===== src/rtl/mips_pkg.sv =====
// Shared register-file write types and widths.
package mips_pkg;
    localparam int XLEN    = 32;
    localparam int RADDR_W = 5;
    localparam logic [RADDR_W-1:0] REG_ZERO = 5'd0;

    typedef struct packed {
        logic [RADDR_W-1:0] wa;
        logic [XLEN-1:0]    wd;
    } wb_req_t;
endpackage


===== src/rtl/wb_write_arbiter_if.sv =====
// Write-back bus: primary/secondary sources in, register-file port and hazard info out.
interface wb_write_arbiter_if;
    import mips_pkg::*;

    logic               pri_wen;
    logic [RADDR_W-1:0] pri_wa;
    logic [XLEN-1:0]    pri_wd;
    logic               sec_valid;
    logic [RADDR_W-1:0] sec_wa;
    logic [XLEN-1:0]    sec_wd;
    logic               sec_ready;
    logic               rf_wen;
    logic [RADDR_W-1:0] rf_wa;
    logic [XLEN-1:0]    rf_wd;
    logic               stall_req;
    logic [31:0]        busy_mask;
    logic               proto_err;

    modport master (
        output pri_wen, pri_wa, pri_wd, sec_valid, sec_wa, sec_wd,
        input  sec_ready, rf_wen, rf_wa, rf_wd, stall_req, busy_mask, proto_err
    );

    modport slave (
        input  pri_wen, pri_wa, pri_wd, sec_valid, sec_wa, sec_wd,
        output sec_ready, rf_wen, rf_wa, rf_wd, stall_req, busy_mask, proto_err
    );
endinterface


===== src/rtl/wb_write_arbiter_fifo.sv =====
// Synchronous FIFO of write requests; exposes every slot and its valid bit for hazard decode.
module wb_fifo
    import mips_pkg::*;
#(
    parameter int DEPTH = 4
) (
    input  logic                   clock,
    input  logic                   reset,
    input  logic                   push,
    input  wb_req_t                push_data,
    input  logic                   pop,
    output wb_req_t                head,
    output logic                   full,
    output logic                   empty,
    output logic [DEPTH-1:0]       entry_vld,
    output wb_req_t [DEPTH-1:0]    entries
);
    localparam int AW = $clog2(DEPTH);

    logic [AW:0]            wr_ptr, rd_ptr, count;
    wb_req_t [DEPTH-1:0]    mem;

    always_ff @(posedge clock or negedge reset) begin
        if (!reset) begin
            wr_ptr <= '0;
            rd_ptr <= '0;
        end else begin
            if (push) wr_ptr <= wr_ptr + 1'b1;
            if (pop)  rd_ptr <= rd_ptr + 1'b1;
        end
    end

    // Storage needs no reset: only slots between the pointers are ever observed.
    always_ff @(posedge clock) begin
        if (push) mem[wr_ptr[AW-1:0]] <= push_data;
    end

    assign head    = mem[rd_ptr[AW-1:0]];
    assign entries = mem;
    assign empty   = (wr_ptr == rd_ptr);
    assign full    = (wr_ptr[AW] != rd_ptr[AW]) && (wr_ptr[AW-1:0] == rd_ptr[AW-1:0]);
    assign count   = wr_ptr - rd_ptr;

    // A slot is live when its distance from the read pointer is below occupancy.
    always_comb begin
        entry_vld = '0;
        for (int i = 0; i < DEPTH; i++)
            entry_vld[i] = ({1'b0, AW'(i) - rd_ptr[AW-1:0]} < count);
    end
endmodule


===== src/rtl/wb_write_arbiter.sv =====
// Register-file write-port arbiter: primary pipeline wins, queued mul/div results fill
// idle cycles, and a starvation counter forces a one-cycle pipeline stall to drain.
module wb_write_arbiter
    import mips_pkg::*;
#(
    parameter int DEPTH        = 4,
    parameter int STARVE_LIMIT = 8,
    parameter int CNT_W        = 4
) (
    input  logic               clock,
    input  logic               reset,
    wb_write_arbiter_if.slave  bus
);
    logic               pri_wen_eff, push, pop, full, empty, stall;
    logic               sel_vld;
    wb_req_t            sel_req, head;
    logic [DEPTH-1:0]   entry_vld;
    wb_req_t [DEPTH-1:0] entries;
    logic [CNT_W-1:0]   cnt_q;
    logic               rf_wen_q, proto_q;
    logic [RADDR_W-1:0] rf_wa_q;
    logic [XLEN-1:0]    rf_wd_q;

    assign pri_wen_eff = bus.pri_wen && (bus.pri_wa != REG_ZERO);
    assign stall       = (cnt_q == CNT_W'(STARVE_LIMIT));

    // $0 results still complete the handshake but never occupy a slot.
    assign push = bus.sec_valid && !full && (bus.sec_wa != REG_ZERO);
    assign pop  = !empty && (stall || !pri_wen_eff);

    wb_fifo #(.DEPTH(DEPTH)) u_fifo (
        .clock     (clock),
        .reset     (reset),
        .push      (push),
        .push_data ({bus.sec_wa, bus.sec_wd}),
        .pop       (pop),
        .head      (head),
        .full      (full),
        .empty     (empty),
        .entry_vld (entry_vld),
        .entries   (entries)
    );

    always_comb begin
        sel_vld = 1'b0;
        sel_req = head;
        if (pop) begin
            sel_vld = 1'b1;
        end else if (pri_wen_eff) begin
            sel_vld = 1'b1;
            sel_req = '{wa: bus.pri_wa, wd: bus.pri_wd};
        end
    end

    always_ff @(posedge clock or negedge reset) begin
        if (!reset) begin
            rf_wen_q <= 1'b0;
            rf_wa_q  <= '0;
            rf_wd_q  <= '0;
        end else begin
            rf_wen_q <= sel_vld;
            if (sel_vld) begin
                rf_wa_q <= sel_req.wa;
                rf_wd_q <= sel_req.wd;
            end
        end
    end

    always_ff @(posedge clock or negedge reset) begin
        if (!reset) begin
            cnt_q   <= '0;
            proto_q <= 1'b0;
        end else begin
            if (empty || pop)    cnt_q <= '0;
            else if (!stall)     cnt_q <= cnt_q + 1'b1;
            if (stall && bus.pri_wen) proto_q <= 1'b1;
        end
    end

    always_comb begin
        bus.busy_mask = '0;
        for (int i = 0; i < DEPTH; i++)
            if (entry_vld[i]) bus.busy_mask[entries[i].wa] = 1'b1;
        bus.busy_mask[0] = 1'b0;
    end

    assign bus.sec_ready = !full;
    assign bus.stall_req = stall;
    assign bus.proto_err = proto_q;
    assign bus.rf_wen    = rf_wen_q;
    assign bus.rf_wa     = rf_wa_q;
    assign bus.rf_wd     = rf_wd_q;
endmodule


===== src/flat_wrapper.sv =====
// flat-port wrapper written by rule: the top's interface ports become plain ports
module wb_write_arbiter_flat import mips_pkg::*;
#(
    parameter int DEPTH        = 4,
    parameter int STARVE_LIMIT = 8,
    parameter int CNT_W        = 4
)
  (clock, reset, bus_pri_wen, bus_pri_wa, bus_pri_wd, bus_sec_valid, bus_sec_wa, bus_sec_wd, bus_sec_ready, bus_rf_wen, bus_rf_wa, bus_rf_wd, bus_stall_req, bus_busy_mask, bus_proto_err);
  wb_write_arbiter_if bus_i ();
  input  logic clock;
  input  logic reset;
  input wire logic [$bits(bus_i.pri_wen)-1:0] bus_pri_wen;
  input wire logic [$bits(bus_i.pri_wa)-1:0] bus_pri_wa;
  input wire logic [$bits(bus_i.pri_wd)-1:0] bus_pri_wd;
  input wire logic [$bits(bus_i.sec_valid)-1:0] bus_sec_valid;
  input wire logic [$bits(bus_i.sec_wa)-1:0] bus_sec_wa;
  input wire logic [$bits(bus_i.sec_wd)-1:0] bus_sec_wd;
  output wire logic [$bits(bus_i.sec_ready)-1:0] bus_sec_ready;
  output wire logic [$bits(bus_i.rf_wen)-1:0] bus_rf_wen;
  output wire logic [$bits(bus_i.rf_wa)-1:0] bus_rf_wa;
  output wire logic [$bits(bus_i.rf_wd)-1:0] bus_rf_wd;
  output wire logic [$bits(bus_i.stall_req)-1:0] bus_stall_req;
  output wire logic [$bits(bus_i.busy_mask)-1:0] bus_busy_mask;
  output wire logic [$bits(bus_i.proto_err)-1:0] bus_proto_err;
  assign bus_i.pri_wen = bus_pri_wen;
  assign bus_i.pri_wa = bus_pri_wa;
  assign bus_i.pri_wd = bus_pri_wd;
  assign bus_i.sec_valid = bus_sec_valid;
  assign bus_i.sec_wa = bus_sec_wa;
  assign bus_i.sec_wd = bus_sec_wd;
  assign bus_sec_ready = bus_i.sec_ready;
  assign bus_rf_wen = bus_i.rf_wen;
  assign bus_rf_wa = bus_i.rf_wa;
  assign bus_rf_wd = bus_i.rf_wd;
  assign bus_stall_req = bus_i.stall_req;
  assign bus_busy_mask = bus_i.busy_mask;
  assign bus_proto_err = bus_i.proto_err;
  wb_write_arbiter #(.DEPTH(DEPTH), .STARVE_LIMIT(STARVE_LIMIT), .CNT_W(CNT_W)) u_core (.clock(clock), .reset(reset), .bus(bus_i));
endmodule

===== config.mk =====
export PLATFORM = sky130hd
export DESIGN_NAME = wb_write_arbiter_flat
export DESIGN_NICKNAME = d
export VERILOG_FILES = /design/src/rtl/mips_pkg.sv /design/src/rtl/wb_write_arbiter_if.sv /design/src/rtl/wb_write_arbiter_fifo.sv /design/src/rtl/wb_write_arbiter.sv /design/src/flat_wrapper.sv
export SDC_FILE = /design/constraint.sdc
export NUM_CORES = 1
export LEC_CHECK = 0
export CORE_MARGIN = 2
export CORE_UTILIZATION = 30
export DETAILED_ROUTE_END_ITERATION = 7
export PLACE_DENSITY = 0.58
export SETUP_SLACK_MARGIN = 0.1
export SLEW_MARGIN = 40
export SYNTH_ARGS = -nofsm -noshare
export SYNTH_HDL_FRONTEND = slang
export SYNTH_HIERARCHICAL = 1
export SYNTH_SLANG_ARGS = --single-unit

===== constraint.sdc =====
create_clock -name clock -period 5.27 [get_ports clock]
set_input_delay 1.054 -clock clock [delete_from_list [all_inputs] [get_ports clock]]
set_output_delay 1.054 -clock clock [all_outputs]
set_load 0.02 [all_outputs]

==> results of run 1 <==
kinds of logic after synthesis:
family | Yosys count | share of synthesized area
flip-flops | 197 | 0.634
AO/OA/AOI/OAI | 143 | 0.112
AND/OR/NAND/NOR | 101 | 0.0624
multiplexers | 69 | 0.129
buffers and inverters | 49 | 0.0293
adder cells (fa/ha/maj) | 16 | 0.0232
XOR/XNOR | 8 | 0.00952
other | 1 | 0.000420
repair_timing:
| item | CTS | global route |
|---|---|---|
| endpoints found under the hold margin | 0 | 0 |
| resized for setup | 0 | 7 |
| setup endpoints to repair | 0 | 24 |
how the worst max path moves through the flow:
stage,startpoint,to,slack (ns),depth (start not counted)
floorplan,u_core/u_fifo/rd_ptr[1],bus_busy_mask[12],1.11,12
global placement,u_core/u_fifo/wr_ptr[0],bus_busy_mask[16],0.70,12
detailed placement,u_core/u_fifo/wr_ptr[0],bus_busy_mask[16],0.64,12
CTS,u_core/u_fifo/wr_ptr[0],bus_busy_mask[16],0.18,12
global route,u_core/u_fifo/wr_ptr[0],bus_busy_mask[7],0.06,13
finish,u_core/u_fifo/wr_ptr[0],bus_busy_mask[3],0.32,13
worst register-to-register path, stage by stage, from the launching register on:
cell and delay, ns:
dfrtp_4 0.43, buf_6 0.49, ha_1 0.36, nand2_1 0.06
nor2_1 0.05, inv_1 0.07, o311a_1 0.30, and2_2 0.58
buf_4 0.44
layout make-up:
class | count | area (um^2) | share of cell area
Timing Repair Buffer | 157 | 1560 | 0.137
Sequential cell | 197 | 5680 | 0.497
Clock buffer | 19 | 433 | 0.0379
Tap cell | 390 | 488 | 0.0428
Antenna cell | 1 | 2.50 | 0.000219
Multi-Input combinational cell | 338 | 3060 | 0.269
Clock inverter | 13 | 131 | 0.0115
Inverter | 15 | 56.3 | 0.00494
flip-flops by register name (all words and copies together) (netlist names):
| register | flops |
|---|---|
| u_core/bus.proto_err | 1 |
| u_core/bus.rf_wa | 5 |
| u_core/bus.rf_wd | 32 |
| u_core/bus.rf_wen | 1 |
| u_core/cnt_q | 4 |
| u_core/u_fifo/entries | 148 |
| u_core/u_fifo/rd_ptr | 3 |
| u_core/u_fifo/wr_ptr | 3 |
metrics by stage:
stage | worst slack (ns) | instance area (um^2)
after CTS | 0.176 | 11400
after detailed placement | 0.645 | 10800
after global routing | 0.0623 | 11400
after global placement | 0.699 | 10800
after floorplan | 1.11 | 8940
final | 0.321 | 11400
cell usage after synthesis (all sizes together):
cell type | number | area share
nor2 | 23 | 0.0097
nand3b | 11 | 0.0092
a221o | 17 | 0.019
nand3 | 9 | 0.0050
dfrtp | 49 | 0.14
and3 | 1 | 0.00070
o311a | 2 | 0.0022
edfxtp | 148 | 0.50
a22oi | 6 | 0.0050
nor3b | 4 | 0.0034
o211ai | 4 | 0.0039
xnor2 | 3 | 0.0029
nor2b | 7 | 0.0049
conb | 1 | 0.00042
mux4 | 37 | 0.093
xor3 | 1 | 0.0027
buf | 19 | 0.017
nand4bb | 1 | 0.0013
clkbuf | 15 | 0.0063
nand2b | 6 | 0.0042
inv | 15 | 0.0063
fa | 1 | 0.0022
o21ai | 7 | 0.0043
nand2 | 15 | 0.0063
ha | 15 | 0.021
a32oi | 7 | 0.0069
or3 | 4 | 0.0034
or2 | 2 | 0.0014
mux2i | 32 | 0.036
or3b | 5 | 0.0049
a21o | 1 | 0.00084
and2 | 5 | 0.0035
nor3 | 7 | 0.0039
a311oi | 3 | 0.0029
o221ai | 14 | 0.014
nand4 | 1 | 0.00070
a21oi | 33 | 0.018
xor2 | 4 | 0.0039
o22ai | 49 | 0.034
power groups by stage:
| stage | combinational [uW] | clock, uW | sequential (uW) |
|---|---|---|---|
| finish | 2930 | 1240 | 2350 |
| global placement | 2890 | 0 | 2380 |
| detailed placement | 2930 | 0 | 2380 |
| CTS | 2940 | 1280 | 2350 |
| floorplan | 1660 | 0 | 2520 |
| global route | 3160 | 1340 | 2390 |
per-layer routing:
layer,global-route usage,part of all wire
met2,0.243,0.48
met3,0.0397,0.060
met5,0,0
met1,0.195,0.45
met4,0.0382,0.0098
==> impl_metrics.py, run 1 <==
metrics = {
    "outcome": {
        "status": "complete, no violations",
    },
    "timing": {
        "drv_slew": 0,
        "fin_hold_ws_ns": 0.459,
        "period_needed_ns": 4.95,
        "rsz0062_at_grt": "yes",
        "tightest_slew_ns": 0.847,
        "fmax_mhz": 202,
        "final.setup.tns_ns": 0,
        "max_slew_margin": 0.434,
        "period_share": 0.939,
        "fin_skew_ns": 0.0166,
        "hold_viol": 0,
        "setup_viol": 0,
    },
    "drt": {
        "drtAntennaViolNets": 0,
        "wire_per_inst_um": 20.3,
        "drc_errors": 0,
        "via_per_inst": 5.21,
        "dr.pass1.iters": 5,
        "drt-total-wl_um": 22900,
        "drt_iter0_markers": 597,
        "via_count": 5885,
    },
    "yosys": {
        "synth_nets": 678,
        "synth_seq_cells": 197,
        "synth_cells": 584,
        "seq_area_frac_synth": 0.634,
        "yosysWarnings": 6,
        "ys_types": 46,
        "syn_avg_cell_area_um2": 15.3,
        "syn_area_um2": 8940,
    },
    "cts": {
        "cts_tree": "built",
        "cts_setup_buffers": 0,
        "clk_latency_ns": 0.43,
        "h-tree-depth": 4,
        "numCtsBuffers": 17,
        "cts_sinks": 197,
        "cts-root-buf": "clkbuf_16",
        "clk_path_buf_depth": 2,
        "clk_pin_slew_ns": 0.07,
        "ctsHoldBuffers": 0,
    },
    "grt": {
        "antenna_found_initial": 1,
        "gr-total-overflow": 0,
        "grt_max_degree": 42,
        "first_global_vias": 5992,
        "grt_pass1_wl_um": 35100,
        "track_usage": 0.148,
    },
    "power_and_ir_drop": {
        "pwr-share-comb": 0.449,
        "leakage_uw": 0.00392,
        "peakVddDrop_mv": 0.295,
        "power.net_switching_uw": 2500,
        "power_density_nw_per_um2": 572,
        "finalPower_uw": 6520,
        "clkPwrFrac": 0.191,
        "switching_share": 0.383,
        "seqPwrFrac": 0.360,
        "cellInternalPower_uw": 4020,
    },
    "die": {
        "die_w_um": 177,
        "ioPinCount": 151,
        "initial_core_util": 0.303,
        "die_area_um2": 31200,
        "coreArea_um2": 29500,
        "die_y_um": 177,
        "row_count": 63,
    },
    "place": {
        "place.gp.congestion": 0.940,
        "io_buffers": 149,
        "dp_cells": 1097,
        "place_hpwl_um": 14700,
    },
    "final_layout": {
        "post-route-util": 0.387,
        "synthToLayoutAreaGrowth_pct": 27.6,
        "stdcell_count": 1130,
        "fillers": 2791,
        "nets": 820,
        "drive_gt1_frac": 0.131,
        "final_cell_mix": "clkdlybuf4s50_1 (148), edfxtp_1 (148), o22ai_1 (49)",
    },
    "worst_setup_path": {
        "crit_family": "buffers and inverters",
        "crit_path_cell_trace": "inv_1 -> ha_1 -> inv_1 -> fa_1 -> inv_1 -> ha_1 -> nor2b_1 -> o21ai_0 -> nand2b_1 -> nor3_1 -> a32oi_1 -> o221ai_1 -> clkdlybuf4s50_1",
        "r2r_cells": 8,
        "rrSetupSlack_ns": 2.14,
        "r2r_start": "u_core/u_fifo/rd_ptr[0]",
        "max_stage_delay_ns": 0.68,
        "crit_type": "flip-flop to output port",
        "cp-start-kind": "flip-flop",
        "path_common_cell": "inv_1",
        "worstPathArrival_ns": 3.90,
        "worst_path_max_delay_cell": "clkdlybuf4s50_1",
        "critical_path_required_ns": 4.22,
        "end_kind": "output port",
        "r2r_end": "u_core/u_fifo/entries[65]",
        "critPathMaxFanout": 5,
        "critPathBufInv": 4,
    },
    "hold_path": {
        "hold_depth": 1,
        "hold_start": "u_core/bus.proto_err",
        "min_to": "u_core/bus.proto_err",
        "min_path_type": "flip-flop to flip-flop",
    },
    "flow_run": {
        "cap_violations": 0,
    },
}
No activity file was read; power rests on OpenSTA's default activity.
==> run 2: changes to the inputs <==
SKIP_CTS_REPAIR_TIMING = 1   (was default)
==> results of run 2 <==
No change in the layout: final DEF, timing and power equal those of run 1.
==> run 3: changes to the inputs <==
DONT_BUFFER_PORTS = 1   (was default)
PLACE_DENSITY = 0.52   (was 0.58)
==> run 3 against run 2 <==
  * Sequential power grew 9.8%
  * Sequential cell count is the same
  * Routed wire length grew 2.4%
  * Count of clock-buffer cells in the layout shrank 2
  * Fmax grew 5.8%
  * Setup slack gained 0.27 ns
  * Die area is the same
  * Register-to-register slack lost 0.51 ns
  * Hold slack lost 0.14 ns
  * Sequential share of layout area grew 7.6 points
  * Combinational power shrank 25%
  * Largest power group is now sequential cells
==> impl_metrics.py, run 3 (synthesized netlist as in run 1, its figures left out) <==
metrics = {
    "final_layout": {
        "stdcell_count": 980,
        "final_cell_mix": "edfxtp_1 (148), o22ai_1 (49), dfrtp_1 (47)",
        "fin_area_um2": 9900,
        "seq_area_um2": 5670,
        "fillers": 2912,
        "final_common_cell": "edfxtp_1",
        "multi_input_area_um2": 3030,
        "nets": 671,
        "drive_gt1_frac": 0.159,
        "synthToLayoutAreaGrowth_pct": 10.8,
        "largest_reg_flops": 148,
        "antenna_cells": 0,
    },
    "timing": {
        "period_share": 0.888,
        "fin_hold_ws_ns": 0.320,
        "period_needed_ns": 4.68,
        "hold_viol": 0,
        "setup_viol": 0,
        "fin_skew_ns": 0.0101,
        "drv_slew": 0,
        "tightest_slew_ns": 0.807,
        "fmax_mhz": 214,
        "max_slew_margin": 0.460,
        "setup_slack_ns": 0.592,
        "final.setup.tns_ns": 0,
        "rsz0062_at_grt": "no",
    },
    "place": {
        "place_hpwl_um": 16000,
        "place.gp.congestion": 0.896,
        "dp_cells": 948,
        "place_ws_ns": 1.10,
        "placed_area_um2": 9330,
        "io_buffers": 0,
    },
    "worst_setup_path": {
        "cp-start-kind": "flip-flop",
        "end_kind": "output port",
        "crit_type": "flip-flop to output port",
        "r2r_start": "u_core/u_fifo/rd_ptr[0]",
        "critical_path_required_ns": 4.22,
        "worstSetupStartpoint": "u_core/u_fifo/wr_ptr[0]",
        "worstPathArrival_ns": 3.62,
        "critPathMaxFanout": 8,
    },
    "die": {
        "ioPinCount": 151,
        "row_count": 63,
        "coreArea_um2": 29500,
        "die_w_um": 177,
        "die_area_um2": 31200,
        "initial_core_util": 0.303,
        "die_y_um": 177,
    },
    "cts": {
        "clk_pin_slew_ns": 0.07,
        "cts-root-buf": "clkbuf_16",
        "numCtsBuffers": 17,
        "cts_tree": "built",
        "clk_latency_ns": 0.42,
        "clk_path_buf_depth": 2,
        "cts_sinks": 197,
        "h-tree-depth": 4,
    },
    "drt": {
        "drt-total-wl_um": 23500,
        "drtAntennaViolNets": 0,
        "wire_per_inst_um": 24.0,
        "via_count": 5383,
        "drt_iter0_markers": 467,
        "drc_errors": 0,
        "via_per_inst": 5.49,
        "dr.pass1.iters": 5,
    },
    "grt": {
        "track_usage": 0.152,
        "first_global_vias": 5563,
        "antenna_found_initial": 0,
        "grt_pass1_wl_um": 35200,
        "grt_max_degree": 50,
        "gr-total-overflow": 0,
    },
    "hold_path": {
        "min_path_type": "primary input to asynchronous set/reset pin",
    },
    "power_and_ir_drop": {
        "leakage_uw": 0.00334,
        "peakVddDrop_mv": 0.322,
        "power_density_nw_per_um2": 607,
    },
    "flow_run": {
        "cap_violations": 0,
    },
    "outcome": {
        "status": "complete, no violations",
    },
}
run 3: cell count changes in the layout (fill, tap and decap cells not counted), moves of 2 or more:
cell / change
nor3_1: +3
nor3_2: -3
o21ai_0: +2
clkdlybuf4s50_1: -148
clkinvlp_4: +3
clkbuf_1: -2
o21ai_1: -2
run 3: worst paths after layout:
kind                                           endpoint  slack, ns  depth (start not counted)
worst min register to register          u_core/cnt_q[0]       0.51                          1
min in group clock                      u_core/cnt_q[0]       0.51                          1
worst min-delay path               u_core/bus.rf_wd[17]       0.32                          0
worst max-delay path                   bus_busy_mask[9]       0.59                         10
max in group asynchronous       u_core/u_fifo/rd_ptr[0]       4.82                          0
worst max register to register      u_core/bus.rf_wd[4]       1.63                          9
run 3: per-layer routing:
layer	track usage	routed length, um	vias to the layer above
met1	0.198	10100	2769
met3	0.0500	2030	16
met4	0.0393	220	0
li1	-	-	2359
met5	0	0	-
met2	0.244	11200	239
run 3: power by group:
| group | internal (uW) | switching [uW] |
|---|---|---|
| clock network | 627 | 606 |
| logic | 801 | 1390 |
| registers | 2140 | 440 |
| total | 3570 | 2440 |
run 3: cell type report:
class                   instances  area share
clock buffers                  17      0.0430
flip-flops and latches        197       0.573
well taps                     390      0.0493
inverters                      15     0.00569
clock inverters                15      0.0145
repair buffers                  8     0.00796
multi-input cells             338       0.306
run 3: per-stage QoR:
stage	util	power, uW
after global routing	0.336	6380
after CTS	0.336	6060
after detailed placement	0.316	4820
after global placement	0.315	4760
final	0.336	6000
after floorplan	-	4180
run 3: worst max-delay path, stage by stage, from the launching register on:
cell and delay, ns:
dfrtp_1 0.44, inv_1 0.15, ha_1 0.16, inv_1 0.05
fa_1 0.47, inv_1 0.08, ha_1 0.29, nor2b_1 0.13
o21ai_0 0.35, nand3b_1 0.45, o221ai_1 0.62
==> patch 1, RTL diff (config.mk and constraints of run 2) <==
Compare `cnt_q` against `CNT_W'(STARVE_LIMIT)` with >= in place of ==.
--- a/src/rtl/wb_write_arbiter.sv
+++ b/src/rtl/wb_write_arbiter.sv
@@ -22,7 +22,7 @@
     logic [XLEN-1:0]    rf_wd_q;
 
     assign pri_wen_eff = bus.pri_wen && (bus.pri_wa != REG_ZERO);
-    assign stall       = (cnt_q == CNT_W'(STARVE_LIMIT));
+    assign stall       = (cnt_q >= CNT_W'(STARVE_LIMIT));
 
     // $0 results still complete the handshake but never occupy a slot.
     assign push = bus.sec_valid && !full && (bus.sec_wa != REG_ZERO);
Check against the original RTL: same outputs for any inputs over 4 cycles, from zero or initial values and one cycle with reset low; that may be too few to reach the edited logic, so the function may still have changed.
==> patch 1 against run 2 <==
Setup slack improved by 0.0063 ns. Clock skew about the same. Total power increased by 3.0%. Maximum frequency increased by 0.13%. Area after synthesis increased by 1.7%. Design area increased by 1.9%. Die area increased by 1.6%. Sequential cell count unchanged. Wire length increased by 3.6%. Clock power increased by 7%. Highest routed layer is now met5.
==> patch 1: results (changes against run 2) <==
[setup_path]
critPathMaxStageDelay_ns = 0.60  ; was 0.68 ns
worst_ep_arrival_time_ns = 3.89  ; was 3.90 ns
critical_path_maximum_fanout = 7  ; was 5
crit_path_top_delay_cell = or3b_2  ; was clkdlybuf4s50_1
critical-path-top-delay-family = adder cells  ; was buffers and inverters

[finish]
nFillCells = 2753  ; was 2791
clockNetworkAreaShare_pct = 5.37  ; was 4.95%
total_of_clock_buffers_placed_in_the_layout = 18  ; was 19
finalInstanceArea_mm2 = 0.0116  ; was 0.0114 mm²
final-nonclk-buf-share_pct = 13.7  ; about the same
inverters_excl_clock = 16  ; was 15
nets = 869  ; was 820

[synthesis]
yosys.area_share.adder_pct = 2.29  ; was 2.32%
synth_cell_type_count = 49  ; was 46
yosys-mux-area-fraction_pct = 9.17  ; was 12.9%
synth_sequential_area_ratio_pct = 62.4  ; was 63.4%
synth-compound-area-share_pct = 10.7  ; was 11.2%
synthesis.area_per_instance_um2 = 14.4  ; was 15.3 µm²
synth.top_cells.by_count = 148 x edfxtp_1, 81 x nor2_1, 49 x dfrtp_1, 49 x nor3_1, 37 x mux4_2  ; was 148 x edfxtp_1, 49 x dfrtp_1, 49 x o22ai_1
synth_nets = 723  ; was 678

[pwr]
power.clock.fraction_pct = 19.8  ; was 19.1%
max-vdd-ir-drop_mv = 0.352  ; was 0.295 mV
power.share.sequential_pct = 34.9  ; was 36.0%
power.switching_fraction_pct = 38.8  ; was 38.3%

[run_status]
result_of_the_run = completed  ; unchanged

[sta]
layout_setup_ws_ns = 0.327  ; was 0.321 ns

[global_route]
grt_util_met3_pct = 3.75  ; was 3.97%
pin_count_of_the_biggest_net_entering_global_routing = 75  ; was 42
grt_pass1_wl_um = 36200  ; was 35100 µm
met1_track_utilization_from_global_routing_pct = 19.9  ; was 19.5%
antenna_found_initial = 2  ; was 1

[detailed_routing]
dr_wl_met3_um = 1370  ; was 1390 µm
wl_per_cell_um = 20.2  ; was 20.3 µm
dr.max_layer_used = met5  ; was met4
initial_detailed_routing_violation_count = 406  ; was 597

[place]
dpl_worst_slack_ns = 0.656  ; was 0.645 ns
gp_congestion = 0.865  ; was 0.940
hpwl_um = 15400  ; was 14700 µm

[patch 1: cell count changes in the layout (fill, tap and decap cells not counted), moves of 5 or more]
cell	change
a211oi_2	+26
a21oi_1	-24
a211oi_1	+6
a32oi_1	-5
o211ai_1	+7
nor2_1	+57
o22ai_1	-40
a221o_1	-6
a22oi_1	+5
mux2i_1	-32
nand2_1	+5
and3_1	+6
nor3_1	+45
and3b_1	+6
[patch 1: final timing paths]
kind | endpoint | cells after the start | from
max | bus_busy_mask[24] | 12 | u_core/u_fifo/wr_ptr[0]
min | u_core/bus.proto_err | 1 | u_core/bus.proto_err
max reg2reg | u_core/u_fifo/entries[40] | 8 | u_core/u_fifo/rd_ptr[0]
min reg2reg | u_core/bus.proto_err | 1 | u_core/bus.proto_err
max in group asynchronous | u_core/u_fifo/rd_ptr[0] | 2 | reset
min in group asynchronous | u_core/bus.rf_wd[29] | 2 | reset
==> patch 2, RTL diff (flow settings as in run 2) <==
Without the edit above. `REG_ZERO`: 5'd0 -> 5'd1.
--- a/src/rtl/mips_pkg.sv
+++ b/src/rtl/mips_pkg.sv
@@ -2,7 +2,7 @@
 package mips_pkg;
     localparam int XLEN    = 32;
     localparam int RADDR_W = 5;
-    localparam logic [RADDR_W-1:0] REG_ZERO = 5'd0;
+    localparam logic [RADDR_W-1:0] REG_ZERO = 5'd1;
 
     typedef struct packed {
         logic [RADDR_W-1:0] wa;
Formal check against the unedited RTL: not equivalent (Yosys sat finds a counterexample within 4 cycles, from zero or initial values and one cycle with reset low).
==> patch 2 against run 2 <==
Area after synthesis about the same. Combinational power up 1%. Sequential cell count unchanged. Non-clock buffer count up 4. Design area up 0.99%. Clock power up 4%. Wire length about the same. Total power up 1.3%. Die area about the same. Setup slack worse by 0.020 ns. Critical endpoint is now bus_busy_mask[27].
==> patch 2: results (changes against run 2) <==
[run_status]
result_of_the_run = completed  ; unchanged

[global_route]
gr-usage-all-layers_pct = 15.1  ; was 14.8%
grt_pass1_wl_um = 36100  ; was 35100 µm
via_count_of_the_first_global_routing_pass = 6083  ; was 5992
met1_track_utilization_from_global_routing_pct = 20.9  ; was 19.5%
antenna_found_initial = 0  ; was 1
groute.layer.met2.usage_pct = 24.0  ; was 24.3%
pin_count_of_the_biggest_net_entering_global_routing = 50  ; was 42
grt_util_met3_pct = 3.79  ; was 3.97%

[setup_path]
critPathMaxStageDelay_ns = 0.65  ; was 0.68 ns
worst_ep_arrival_time_ns = 3.92  ; was 3.90 ns

[synthesis]
synth_sequential_area_ratio_pct = 63.5  ; was 63.4%
yosys.area_share.adder_pct = 2.33  ; was 2.32%
netlist_top_cells_area = edfxtp_1 50%, dfrtp_1 14%, mux4_2 9.3%  ; unchanged
synth-compound-area-share_pct = 11.1  ; was 11.2%
synthXorXnorAreaFrac_pct = 0.953  ; was 0.952%
synth_cell_type_count = 47  ; was 46
yosys-mux-area-fraction_pct = 12.9  ; about the same

[finish]
fraction_of_layout_instances_using_a_drive_strength_above_1_pct = 14.5  ; was 13.1%
nets = 824  ; was 820
n_antenna_cell = 0  ; was 1

[detailed_routing]
initial_detailed_routing_violation_count = 577  ; was 597
viasPerCell = 5.20  ; was 5.21
wirelength_um = 22900  ; about the same
routed-wl-met2_um = 10800  ; was 11100 µm
met1Wirelength_um = 10500  ; was 10200 µm
dr_wl_met3_um = 1360  ; was 1390 µm

[sta]
worst_slew_pin_slew_ns = 0.782  ; was 0.847 ns
clock_skew_ns = 0.0122  ; was 0.0166 ns

[place]
placedInstanceArea_mm2 = 0.0109  ; was 0.0108 mm²
hpwl_um = 15200  ; was 14700 µm
numPortBuffers = 149  ; unchanged
gp_congestion = 0.858  ; was 0.940

[pwr]
max-vdd-ir-drop_mv = 0.264  ; was 0.295 mV
p_leak_nw = 3.96  ; was 3.92 nW

[clocking]
clock_latency_ns = 0.42
clock_tree.buffer_depth = 2  ; unchanged
h-tree-depth = 4  ; unchanged

## patch 2: changes by cell type in the layout (fill, tap and decap cells not counted), sizes merged
cell,delta
a311oi,-1
bufinv,+1
clkinv,+1
clkinvlp,+3
or3,-2
buf,+4
clkbuf,-1
and3b,+1
inv,-5
or3b,+2
diode,-1
nor3,+1
## patch 2: worst register-to-register path: cells and delay by family, from the launching register on
family                     cells  cell delay [ns]
AOI/OAI and AO/OA              1             0.31
adders and majority gates      1             0.33
and+or+nand+nor                3             0.68
DFF                            1             0.38
buffers and inverters          3             0.87
## patch 2: cell type report
class / instances / area (µm²)
clock buffer: 18 / 439
clock inverter: 14 / 165
fill: 2794 / 18000
inverter: 14 / 52.6
multi-input combinational: 339 / 3070
sequential: 197 / 5670
tap: 390 / 488
timing repair buffer: 161 / 1630
## patch 2: through the flow
step                      setup slack (ns)  std cells  util [%]  hold WS, ns
after CTS                            0.164       1131      38.9        0.466
final                                0.301       1133      39.1        0.458
after global routing                0.0652       1133      39.1        0.481
after global placement               0.754       1097      36.7        0.446
after floorplan                       1.11        584         -        0.466
after detailed placement             0.641       1099      36.8        0.448
## patch 2: worst paths after layout
kind	start	endpoint	slack, ns
min	u_core/bus.proto_err	u_core/bus.proto_err	0.46
max in group asynchronous	reset	u_core/bus.rf_wd[30]	4.16
max reg2reg	u_core/u_fifo/rd_ptr[0]	u_core/u_fifo/entries[114]	2.36
min in group asynchronous	reset	u_core/bus.rf_wd[26]	0.61
min reg2reg	u_core/bus.proto_err	u_core/bus.proto_err	0.46
max	u_core/u_fifo/wr_ptr[0]	bus_busy_mask[27]	0.30
## patch 2: where the power goes
part	switching (mW)	total, mW	internal [mW]
Sequential	0.207	2.35	2.14
Clock	0.605	1.29	0.689
Combinational	1.70	2.97	1.27
